File: src/rtl/countdown_pkg.sv
// Shared types and constants for the countdown front-end and countdown stage.
// Holds the setter state encoding, the step-size table and the saturating step helper.
package countdown_pkg;

  localparam int TIME_W = 16;

  typedef enum logic [1:0] {
    EDIT    = 2'd0,
    LAUNCH  = 2'd1,
    RUNNING = 2'd2
  } setter_state_e;

  localparam logic [TIME_W-1:0] STEP_LUT [4] = '{16'd1, 16'd10, 16'd100, 16'd1000};

  // One step up or down, clamped to [0, max_t]; the sum is taken one bit wider so it cannot wrap.
  function automatic logic [TIME_W-1:0] sat_step(
    input logic [TIME_W-1:0] cur,
    input logic [TIME_W-1:0] step,
    input logic              up,
    input logic [TIME_W-1:0] max_t
  );
    logic [TIME_W:0] sum;
    sum = {1'b0, cur} + {1'b0, step};
    if (up) begin
      return (sum > {1'b0, max_t}) ? max_t : sum[TIME_W-1:0];
    end
    return (cur < step) ? '0 : (cur - step);
  endfunction

endpackage

File: src/rtl/button_debouncer.sv
// Two-flop synchroniser followed by a stability counter; the debounced level only
// follows the raw button once it has read the same value for DEBOUNCE_CYCLES samples.
module button_debouncer #(
  parameter int DEBOUNCE_CYCLES = 1_000_000
) (
  input  logic clk,
  input  logic rst_n,
  input  logic btn_raw,
  output logic btn_level,
  output logic btn_rise
);

  localparam int CNT_W = (DEBOUNCE_CYCLES < 2) ? 1 : $clog2(DEBOUNCE_CYCLES + 1);

  logic             sync1_q;
  logic             sync2_q;
  logic             level_q;
  logic             level_d;
  logic             rise_q;
  logic             rise_d;
  logic [CNT_W-1:0] cnt_q;
  logic [CNT_W-1:0] cnt_d;

  // Any sample that agrees with the current level restarts the stability count.
  always_comb begin
    cnt_d   = '0;
    level_d = level_q;
    rise_d  = 1'b0;
    if (sync2_q != level_q) begin
      if (cnt_q == CNT_W'(DEBOUNCE_CYCLES - 1)) begin
        level_d = sync2_q;
        rise_d  = sync2_q;
      end else begin
        cnt_d = cnt_q + 1'b1;
      end
    end
  end

  always_ff @(posedge clk or negedge rst_n) begin
    if (!rst_n) begin
      sync1_q <= 1'b0;
      sync2_q <= 1'b0;
      level_q <= 1'b0;
      rise_q  <= 1'b0;
      cnt_q   <= '0;
    end else begin
      sync1_q <= btn_raw;
      sync2_q <= sync1_q;
      level_q <= level_d;
      rise_q  <= rise_d;
      cnt_q   <= cnt_d;
    end
  end

  assign btn_level = level_q;
  assign btn_rise  = rise_q;

endmodule

File: src/rtl/countdown_time_setter.sv
// Operator front-end for the countdown: edits a saturating preset with up/down buttons
// (with auto-repeat), then fires a one-cycle start and locks editing until stop returns.
module countdown_time_setter
  import countdown_pkg::*;
#(
  parameter int DEBOUNCE_CYCLES = 1_000_000,
  parameter int REPEAT_DELAY    = 50_000_000,
  parameter int REPEAT_PERIOD   = 10_000_000,
  parameter int MAX_TIME        = 9999,
  parameter int DEFAULT_TIME    = 60
) (
  input  logic              clk,
  input  logic              rst_n,
  input  logic              btn_up,
  input  logic              btn_down,
  input  logic              btn_confirm,
  input  logic [1:0]        step_sel,
  input  logic              stop,
  output logic [TIME_W-1:0] time_out,
  output logic              start,
  output logic              busy
);

  localparam int RPT_W = $clog2(REPEAT_DELAY + 1);
  localparam logic [RPT_W-1:0] RPT_FIRE   = RPT_W'(REPEAT_DELAY);
  localparam logic [RPT_W-1:0] RPT_RELOAD = RPT_W'(REPEAT_DELAY - REPEAT_PERIOD + 1);

  // Bit order: 0 = up, 1 = down, 2 = confirm.
  logic [2:0] btn_raw;
  logic [2:0] btn_lvl;
  logic [2:0] btn_rise;

  assign btn_raw = {btn_confirm, btn_down, btn_up};

  for (genvar gi = 0; gi < 3; gi++) begin : g_btn
    button_debouncer #(
      .DEBOUNCE_CYCLES(DEBOUNCE_CYCLES)
    ) u_debounce (
      .clk      (clk),
      .rst_n    (rst_n),
      .btn_raw  (btn_raw[gi]),
      .btn_level(btn_lvl[gi]),
      .btn_rise (btn_rise[gi])
    );
  end

  setter_state_e     state_q;
  logic [TIME_W-1:0] time_q;
  logic [TIME_W-1:0] time_d;
  logic              start_q;
  logic              busy_q;
  logic [RPT_W-1:0]  rpt_cnt_q;
  logic [RPT_W-1:0]  rpt_cnt_d;

  logic in_edit;
  logic up_held;
  logic dn_held;
  logic single_held;
  logic press_evt;
  logic rpt_fire;
  logic step_evt;
  logic conf_evt;

  assign in_edit     = (state_q == EDIT);
  assign up_held     = btn_lvl[0] & ~btn_lvl[1];
  assign dn_held     = btn_lvl[1] & ~btn_lvl[0];
  assign single_held = up_held | dn_held;
  assign press_evt   = (btn_rise[0] & up_held) | (btn_rise[1] & dn_held);
  assign rpt_fire    = (rpt_cnt_q == RPT_FIRE);
  assign step_evt    = in_edit & single_held & (press_evt | rpt_fire);
  assign conf_evt    = in_edit & btn_rise[2] & btn_lvl[2] & ~step_evt & (time_q != '0);

  // The repeat counter only starts on a fresh press seen in EDIT, so a button still held
  // from before a countdown cannot auto-repeat once editing resumes.
  always_comb begin
    rpt_cnt_d = '0;
    if (in_edit && single_held) begin
      if (rpt_fire) begin
        rpt_cnt_d = RPT_RELOAD;
      end else if (press_evt || (rpt_cnt_q != '0)) begin
        rpt_cnt_d = rpt_cnt_q + 1'b1;
      end
    end
  end

  always_comb begin
    time_d = time_q;
    if (step_evt) begin
      time_d = sat_step(time_q, STEP_LUT[step_sel], up_held, TIME_W'(MAX_TIME));
    end
  end

  always_ff @(posedge clk or negedge rst_n) begin
    if (!rst_n) begin
      state_q   <= EDIT;
      time_q    <= TIME_W'(DEFAULT_TIME);
      start_q   <= 1'b0;
      busy_q    <= 1'b0;
      rpt_cnt_q <= '0;
    end else begin
      rpt_cnt_q <= rpt_cnt_d;
      case (state_q)
        EDIT: begin
          time_q <= time_d;
          if (conf_evt) begin
            state_q <= LAUNCH;
            start_q <= 1'b1;
            busy_q  <= 1'b1;
          end
        end
        LAUNCH: begin
          state_q <= RUNNING;
          start_q <= 1'b0;
        end
        RUNNING: begin
          if (stop) begin
            state_q <= EDIT;
            busy_q  <= 1'b0;
          end
        end
        default: begin
          state_q <= EDIT;
          start_q <= 1'b0;
          busy_q  <= 1'b0;
        end
      endcase
    end
  end

  assign time_out = time_q;
  assign start    = start_q;
  assign busy     = busy_q;

endmodule
File: config.mk
export PLATFORM = sky130hd
export DESIGN_NAME = countdown_time_setter
export DESIGN_NICKNAME = d
export VERILOG_FILES = /design/src/rtl/countdown_pkg.sv /design/src/rtl/button_debouncer.sv /design/src/rtl/countdown_time_setter.sv
export SDC_FILE = /design/constraint.sdc
export NUM_CORES = 1
export LEC_CHECK = 0
export CAP_MARGIN = 40
export CORE_MARGIN = 2
export CORE_UTILIZATION = 40
export CTS_BUF_LIST = sky130_fd_sc_hd__clkbuf_16
export CTS_CLUSTER_DIAMETER = 150
export CTS_CLUSTER_SIZE = 28
export DETAILED_ROUTE_END_ITERATION = 6
export GPL_TIMING_DRIVEN = 0
export PLACE_DENSITY = 0.62
export SLEW_MARGIN = 15
export SYNTH_ARGS = -nofsm -noshare
export SYNTH_HDL_FRONTEND = slang
export SYNTH_HIERARCHICAL = 1
export SYNTH_SLANG_ARGS = --single-unit
File: constraint.sdc
create_clock -name clk -period 2.75 [get_ports clk]
set_input_delay 0.55 -clock clk [delete_from_list [all_inputs] [get_ports clk]]
set_output_delay 0.55 -clock clk [all_outputs]
set_load 0.005 [all_outputs]
Word-level counts from Yosys, hierarchy flattened
Cells that the tools add are included.

Bits in registers: 118. Output and inout bits: 18. Word-level logic and storage cells: 102.

Add/subtract/negate cells: 6. Magnitude comparators: 3. Equal/unequal tests: 11. Mux-type cells: 31. Bitwise gates (word level): 19. Reductions and logical operators: 12.

Operators with widths (number): $mux 20 (6); $mux 16 (6); $mux 26 (3); $add 20x1->20 const B (3); $eq 20x20->1 const B (3); $bmux 16 s2 (1); $add 26x1->26 const B (1); $eq 26x26->1 const B (1); $reduce_bool 26->1 (1); $add 16x16->17 (1); $gt 17x14->1 const B (1); $lt 16x16->1 (1); $reduce_bool 16->1 (1); $sub 16x16->16 (1); $reduce_and 2->1 (6); $and 1x1->1 (10); $mux 1 (10); $pmux 2 s3 (1); $not 1->1 (5); $mux 2 (2); $ge 3x3->1 const B (1); $ne 1x1->1 (3); $not 2->3 (1); $or 1x1->1 (3); other kinds (10) (10).

Longest topological paths before layout
Gate-level depths: netlist of the first run.

Word-level depth: 11. Mapped depth: 12. Gate-level depth less buffers: 12.

Hierarchy
The synthesis of the first run kept the hierarchy.

Modules (own cells, without submodules): countdown_time_setter (times used 1, cells each 451, area each 3756.1 sq um, seq. area each 1156.1 sq um); button_debouncer (g_btn[0].u_debounce ...) (times used 2, cells each 107, area each 1184.9 sq um, seq. area each 600.6 sq um); button_debouncer (g_btn[2].u_debounce) (times used 1, cells each 109, area each 1143.6 sq um, seq. area each 600.6 sq um).

Least setup slack after synthesis of the first run
No wires, ideal clock.

Path kind: input -> register. Start: in step_sel[1]. End: reg time_q[9] (netlist: time_out[9]). Setup time: 0.120 ns. Arrival: 2.876 ns. Setup slack: -0.246 ns. Cell stages on the path: 11. Buffers on the path: 1. Cell sequence: inv_1 -> ha_1 -> buf_6 -> or3b_4 -> nor3_4 -> a211oi_2 -> or4_4 -> o21ai_4 -> a21boi_4 -> nand3_1 -> a31o_1.

Cells in the longest elaborated chain, start to end: 9.

Ends and longest elaborated chain: start: declaration (RTL line countdown_time_setter.sv:17) `input logic [1:0] step_sel,`; $not 2->3 (implied by the code) * (RTL line countdown_time_setter.sv:89) `time_d = sat_step(time_q, STEP_LUT[step_sel], up_held, TIME_W'(MAX_TIME));`; $bmux 16 s2 * (RTL line countdown_time_setter.sv:89); $mux 16 (implied by the code) * (2 in a row) (RTL line countdown_time_setter.sv:89); $add 16x16->17 (RTL line countdown_pkg.sv:23) `sum = {1'b0, cur} + {1'b0, step};`; $gt 17x14->1 (RTL line countdown_pkg.sv:25) `return (sum > {1'b0, max_t}) ? max_t : sum[TIME_W-1:0];`; $mux 16 (RTL line countdown_pkg.sv:25); $mux 16 (RTL line countdown_pkg.sv:24) `if (up) begin`; $mux 16 * (RTL line countdown_pkg.sv:27) `return (cur < step) ? '0 : (cur - step);`; end signal: assignment (RTL line countdown_time_setter.sv:96) `time_q <= TIME_W'(DEFAULT_TIME);`; end signal: assignment (RTL line countdown_time_setter.sv:104) `time_q <= time_d;`; end: declaration (RTL line countdown_time_setter.sv:48) `logic [TIME_W-1:0] time_q;`.

Every way passes the cells marked *; elsewhere a longest branch is shown, timed or not. The select of a mux whose other input is x is not followed. A chain may end at the register's enable or synchronous reset.

Worst setup path in the final report of the first run
Start: reg time_q[5] (netlist: time_out[5]). End: reg time_q[9] (netlist: time_out[9]).

Cells in the longest elaborated chain, start to end: 5.

Ends and longest elaborated chain (RTL line): $add 16x16->17 (countdown_pkg.sv:23); $gt 17x14->1 (countdown_pkg.sv:25); $mux 16 (countdown_pkg.sv:25); $mux 16 (countdown_pkg.sv:24); $mux 16 * (countdown_pkg.sv:27).

Marks and branches as above.

==> flow_summary.json, run 1 <==
{
  "clk_pin_slew_ns": 0.05,
  "drv_cap": 0,
  "die_area_um2": 19300,
  "path_max_fanout": 6,
  "p_switching_mw": 1.04,
  "setup_viol": 13,
  "ys_ff_latch": 118,
  "yosysWarnings": 6,
  "p_int_mw": 3.31,
  "clockBufferDepth": 2,
  "htreeDepth": 4,
  "period_share": 1.06,
  "io_buffers": 25,
  "rows": 49,
  "drt_pass1_iterations": 7,
  "ant_nets": 0,
  "grt_pass1_wl_mm": 29.7,
  "antenna_found_initial": 0,
  "cts.sinks": 118,
  "synth_top_area_share": 0.392,
  "grt_usage": 0.187,
  "power_frac_clock": 0.510,
  "worst_ep_arrival_time_ns": 3.21,
  "fin_skew_ns": 0.00715,
  "ioPinCount": 26,
  "wl_mm": 17.9,
  "place_hpwl_mm": 11.9,
  "leakagePower_nw": 3.77,
  "rsz0062_at_grt": "true",
  "viasPerCell": 5.70,
  "pwr-share-seq": 0.407,
  "critical_path_class": "reg2reg",
  "die_h_um": 139,
  "synth_ff_type": "dfrtp_1",
  "max_slew_margin": 0.555,
  "diodes": 0,
  "finalHoldViolations": 0,
  "hold_class": "in2async",
  "drive_gt1_frac": 0.212,
  "initial_utilization": 0.406,
  "ir_drop_mv": 0.456,
  "gp_congestion": 0.880,
  "wire_per_inst_um": 16.4,
  "hold-worst-slack_ns": 0.117,
  "critical_path.top_delay_family": "simple AND/OR/NAND/NOR gates",
  "nets": 885,
  "final_cells": 1092,
  "core_area_um2": 17900,
  "crit_path_start_kind": "register",
  "synth-edff-count": 0,
  "crit_slowest_cell": "dfstp_2",
  "drc": 0,
  "swShare": 0.240,
  "drt_iter0_markers": 487,
  "syn_inst": 774,
  "synth_seq_area_share": 0.407,
  "fin_util": 0.508,
  "yosys-top-cells-count": "114 x dfrtp_1, 100 x nor2_1, 53 x nand2_1",
  "violations": "negative setup slack",
  "postCtsHoldBufs": 0,
  "cts_root_buf": "clkbuf_16",
  "cp_data_required_time_ns": 3.05,
  "path_buf_inv": 0,
  "p_comb_frac": 0.083,
  "yosysUniqueCellTypes": 84,
  "avgSynthCellArea_um2": 9.39,
  "worstSetupEndpointType": "register",
  "postLayoutSetupSlackWorst_ns": -0.162,
  "area_delta_synth_final_pct": 25.1,
  "drv_slew": 0,
  "syn_nets": 809,
  "ys_top_cells_by_area": "dfrtp_1 39%, nor2_1 5.2%, xor2_1 4.8%",
  "fp.dieW_um": 139,
  "syn_area_um2": 7270,
  "fmax_mhz": 343,
  "cts_made_buffers": 17,
  "grt_pass1_vias": 5937,
  "worst_pin_slew_ns": 0.668,
  "fin_crit_ns": 2.91,
  "dr_total_vias": 6221,
  "cts_tree": "done",
  "powerDensity_nw_per_um2": 479,
  "outcome": "finished, violations left",
  "synth_top_cell_by_area": "dfrtp_1",
  "place_inst": 1029,
  "gr-total-overflow": 0,
  "yosys.cell_count.top_type": "dfrtp_1",
  "max_stage_delay_ns": 0.60,
  "post-place-ws_ns": -1.62,
  "synth-async-reset-ratio": 1.00,
  "clock_latency_ns": 0.42,
  "cp_cell_sequence": "ha_4 > or3b_4 > nor3_4 > a211oi_4 > or4_4 > o21ai_4 > a21boi_4 > nand3_1 > a31o_1",
  "grt_max_degree": 70
}
-- metal layers --
| metal | wire (µm) | global-route usage |
|---|---|---|
| met5 | 0 | 0 |
| met2 | 8530 | 0.297 |
| met1 | 8090 | 0.254 |
| met4 | 384 | 0.0659 |
| met3 | 921 | 0.0414 |
-- per-stage QoR --
stage,setup TNS [ns],cell area [µm²],total power [mW]
final,-1.54,9090,4.35
after global routing,-2.68,9090,4.53
after CTS,-1.09,8870,4.38
after detailed placement,-26.21,7960,2.11
after global placement,-451.88,7930,2.10
after floorplan,-0.537,7400,1.99
-- power groups by stage --
| stage | Sequential [mW] | Clock [mW] | Combinational [mW] |
|---|---|---|---|
| 2_1_floorplan | 1.80 | 0 | 0.191 |
| 3_3_place_gp | 1.80 | 0 | 0.298 |
| 3_5_place_dp | 1.80 | 0 | 0.304 |
| 4_1_cts | 1.77 | 2.28 | 0.333 |
| 5_1_grt | 1.77 | 2.36 | 0.398 |
| 6_report | 1.77 | 2.22 | 0.361 |
-- worst reg2reg max path: stages, from the launching register on --
cell	delay, ns
dfstp_2	0.60
ha_4	0.24
or3b_4	0.42
nor3_4	0.19
a211oi_4	0.13
or4_4	0.45
o21ai_4	0.20
a21boi_4	0.26
nand3_1	0.10
a31o_1	0.23
-- registers in the layout, indices dropped and copies added, names as in the netlist --
signal                      cells
state_q                         2
g_btn.u_debounce/cnt_q         60
time_out                       16
busy                            1
g_btn.u_debounce/btn_level      3
g_btn.u_debounce/btn_rise       3
g_btn.u_debounce/sync1_q        3
g_btn.u_debounce/sync2_q        3
start                           1
rpt_cnt_q                      26
-- cells by family after synthesis --
family	after synthesis	synth area share
compound gates	143	0.149
xor+xnor	69	0.0831
fa+ha+maj	27	0.0485
buf+inv	60	0.0348
flops	118	0.407
mux	8	0.0126
simple gates	349	0.265
-- cells in the final DEF (no fill, tap or decap), types with 9 or more instances in the layout --
cell type	n
a21oi_1	29
a31oi_1	9
and3_1	21
buf_4	37
clkbuf_16	17
clkdlybuf4s50_1	22
dfrtp_1	111
ha_1	19
inv_1	34
nand2_1	49
nand3_1	36
nand4_1	15
nor2_1	95
nor3_1	20
nor4_1	11
o21ai_0	19
o31ai_1	10
or3_1	11
or4_1	12
xnor2_1	29
xor2_1	39
-- worst paths after layout --
check	start	end	slack, ns	cells past startpoint
worst min-delay path	rst_n	g_btn[2].u_debounce/cnt_q[15]$_DFF_PN0_	0.12	1
worst min register to register	g_btn[1].u_debounce/sync1_q$_DFF_PN0_	g_btn[1].u_debounce/sync2_q$_DFF_PN0_	0.35	0
max in group asynchronous	rst_n	time_out[5]$_DFFE_PN1P_	1.84	2
worst max register to register	time_out[5]$_DFFE_PN1P_	time_out[9]$_DFFE_PN0P_	-0.16	9
min in group clk	g_btn[1].u_debounce/sync1_q$_DFF_PN0_	g_btn[1].u_debounce/sync2_q$_DFF_PN0_	0.35	0
worst max-delay path	time_out[5]$_DFFE_PN1P_	time_out[9]$_DFFE_PN0P_	-0.16	9
-- area by class of cell --
type | instances | area (µm²)
Fill cell | 1655 | 8810
Multi-Input combinational cell | 597 | 4440
Sequential cell | 118 | 2960
Timing Repair Buffer | 60 | 541
Clock buffer | 17 | 425
Tap cell | 229 | 287
Inverter | 37 | 168
Clock inverter | 15 | 160
Buffer | 19 | 108
-- what timing repair did --
action	in CTS	in global routing
setup buffers	23	11
gates cloned	1	0
hold endpoints to repair	0	0
gates resized for setup	47	36
pin swaps	28	26
setup endpoints to repair	29	29
(Power assumes the default switching activity.)
==> run 2: changes to the inputs <==
--- a/config.mk
+++ b/config.mk
@@ -14,6 +14,7 @@
 export DETAILED_ROUTE_END_ITERATION = 6
 export GPL_TIMING_DRIVEN = 0
 export PLACE_DENSITY = 0.62
+export SKIP_CTS_REPAIR_TIMING = 1
 export SLEW_MARGIN = 15
 export SYNTH_ARGS = -nofsm -noshare
 export SYNTH_HDL_FRONTEND = slang
==> run 2 against run 1 <==
The flow still finishes with violations (negative setup slack). Power fell by 0.44%. Highest routed layer unchanged. Maximum frequency fell by 2.2%. Largest cell class unchanged. Setup slack got worse by 0.065 ns. Clock-buffer cell count did not move. Utilization fell by 1.2 points. Hold slack got worse by 0.0020 ns.
==> flow_summary.json, run 2 (synthesis results as in run 1) <==
{
  "cts_root_buf": "clkbuf_16",
  "initial_utilization": 0.406,
  "multi_input_comb_area_um2": 4350,
  "die_h_um": 139,
  "clk_pin_slew_ns": 0.05,
  "top_register": "g_btn.u_debounce/cnt_q",
  "finalHoldViolations": 0,
  "fmax_mhz": 336,
  "die_area_um2": 19300,
  "worstSetupEndpointType": "register",
  "drt_iter0_markers": 474,
  "path_buf_inv": 0,
  "critical_path.top_delay_family": "simple AND/OR/NAND/NOR gates",
  "grt_pass1_vias": 5693,
  "wire_per_inst_um": 16.2,
  "diodes": 0,
  "mostFrequentLayoutCells": "112 x dfrtp_1, 96 x nor2_1, 49 x nand2_1",
  "cp_data_required_time_ns": 3.04,
  "crit_path_start_kind": "register",
  "ir_drop_mv": 0.459,
  "htreeDepth": 4,
  "drv_cap": 0,
  "worst_pin_slew_ns": 0.665,
  "setup_viol": 14,
  "area_delta_synth_final_pct": 22.1,
  "ff_latch_area_um2": 2960,
  "fin_crit_ns": 2.98,
  "ant_nets": 0,
  "cp_cell_sequence": "ha_4 > or3b_4 > nor3_4 > a211oi_4 > or4_4 > o21ai_4 > a21boi_4 > a31oi_1 > a2bb2oi_2",
  "period_share": 1.08,
  "drt_pass1_iterations": 5,
  "path_max_fanout": 6,
  "clock_latency_ns": 0.42,
  "leakagePower_nw": 3.66,
  "largest_reg_flops": 60,
  "outcome": "finished, violations left",
  "fin_skew_ns": 0.00825,
  "cts_tree": "done",
  "io_buffers": 25,
  "dr_total_vias": 6102,
  "grt_pass1_wl_mm": 28.7,
  "max_stage_delay_ns": 0.61,
  "rows": 49,
  "drive_gt1_frac": 0.182,
  "crit_slowest_cell": "dfstp_2",
  "cts_made_buffers": 17,
  "drc": 0,
  "nets": 868,
  "worst_ep_arrival_time_ns": 3.27,
  "fp.dieW_um": 139,
  "mostFrequentLayoutCell": "dfrtp_1",
  "antenna_found_initial": 0,
  "place_hpwl_mm": 11.9,
  "viasPerCell": 5.68,
  "drv_slew": 0,
  "gr-total-overflow": 0,
  "postLayoutSetupSlackWorst_ns": -0.227,
  "fin_setup_tns_ns": -2.62,
  "rsz0062_at_grt": "true",
  "gp_congestion": 0.880,
  "violations": "negative setup slack",
  "clockBufferDepth": 2,
  "fin_util": 0.496,
  "max_slew_margin": 0.556,
  "core_area_um2": 17900,
  "grt_max_degree": 70,
  "ioPinCount": 26,
  "wl_mm": 17.4,
  "grt_usage": 0.180,
  "hold_class": "in2async",
  "powerDensity_nw_per_um2": 488,
  "critical_path_class": "reg2reg",
  "fillCellCount": 1677,
  "cts.sinks": 118
}
-- run 2: worst register-to-register path: stages, from the launching register on --
cell and delay, ns:
dfstp_2 0.61, ha_4 0.25, or3b_4 0.42, nor3_4 0.22, a211oi_4 0.15, or4_4 0.45
o21ai_4 0.19, a21boi_4 0.26, a31oi_1 0.13, a2bb2oi_2 0.17
-- run 2: layer usage --
layer	global-route usage	share of wire	vias to the layer above
met4	0.0617	0.022	0
met1	0.252	0.46	2950
met2	0.279	0.47	188
met5	0	0	-
met3	0.0380	0.049	37
li1	-	-	2927
-- run 2: path summary, 6_finish.rpt --
check,start,endpoint,slack (ns),cells after the start
worst max register to register,time_out[5]$_DFFE_PN1P_,time_out[10]$_DFFE_PN0P_,-0.23,9
max in group asynchronous,rst_n,time_out[5]$_DFFE_PN1P_,1.85,2
worst min register to register,g_btn[1].u_debounce/sync1_q$_DFF_PN0_,g_btn[1].u_debounce/sync2_q$_DFF_PN0_,0.35,0
worst min-delay path,rst_n,g_btn[2].u_debounce/cnt_q[15]$_DFF_PN0_,0.12,1
min in group clk,g_btn[1].u_debounce/sync1_q$_DFF_PN0_,g_btn[1].u_debounce/sync2_q$_DFF_PN0_,0.35,0
worst max-delay path,time_out[5]$_DFFE_PN1P_,time_out[10]$_DFFE_PN0P_,-0.23,9
-- run 2: where the power goes --
| group | total (mW) | switching [mW] | internal [mW] |
|---|---|---|---|
| Clock | 2.22 | 0.814 | 1.41 |
| Combinational | 0.336 | 0.208 | 0.129 |
| Sequential | 1.77 | 0.0174 | 1.76 |
| Total | 4.33 | 1.04 | 3.29 |
-- run 2: layout make-up --
class / count / area share
clock inverters: 15 / 0.0180
repair buffers: 42 / 0.0462
clock buffers: 17 / 0.0479
multi-input cells: 597 / 0.490
flip-flops and latches: 118 / 0.334
inverters: 37 / 0.0189
plain buffers: 20 / 0.0130
well taps: 229 / 0.0323
-- run 2: stage by stage --
stage	hold slack, ns	instances	total power, mW	setup slack (ns)	cell area, µm²
6_report	0.115	1075	4.33	-0.227	8880
5_1_grt	0.167	1075	4.51	-0.313	8880
4_1_cts	0.164	1061	4.35	-1.19	8550
3_5_place_dp	0.337	1029	2.11	-1.62	7960
3_3_place_gp	0.333	1028	2.10	-3.67	7930
2_1_floorplan	0.254	774	1.99	-0.136	7400
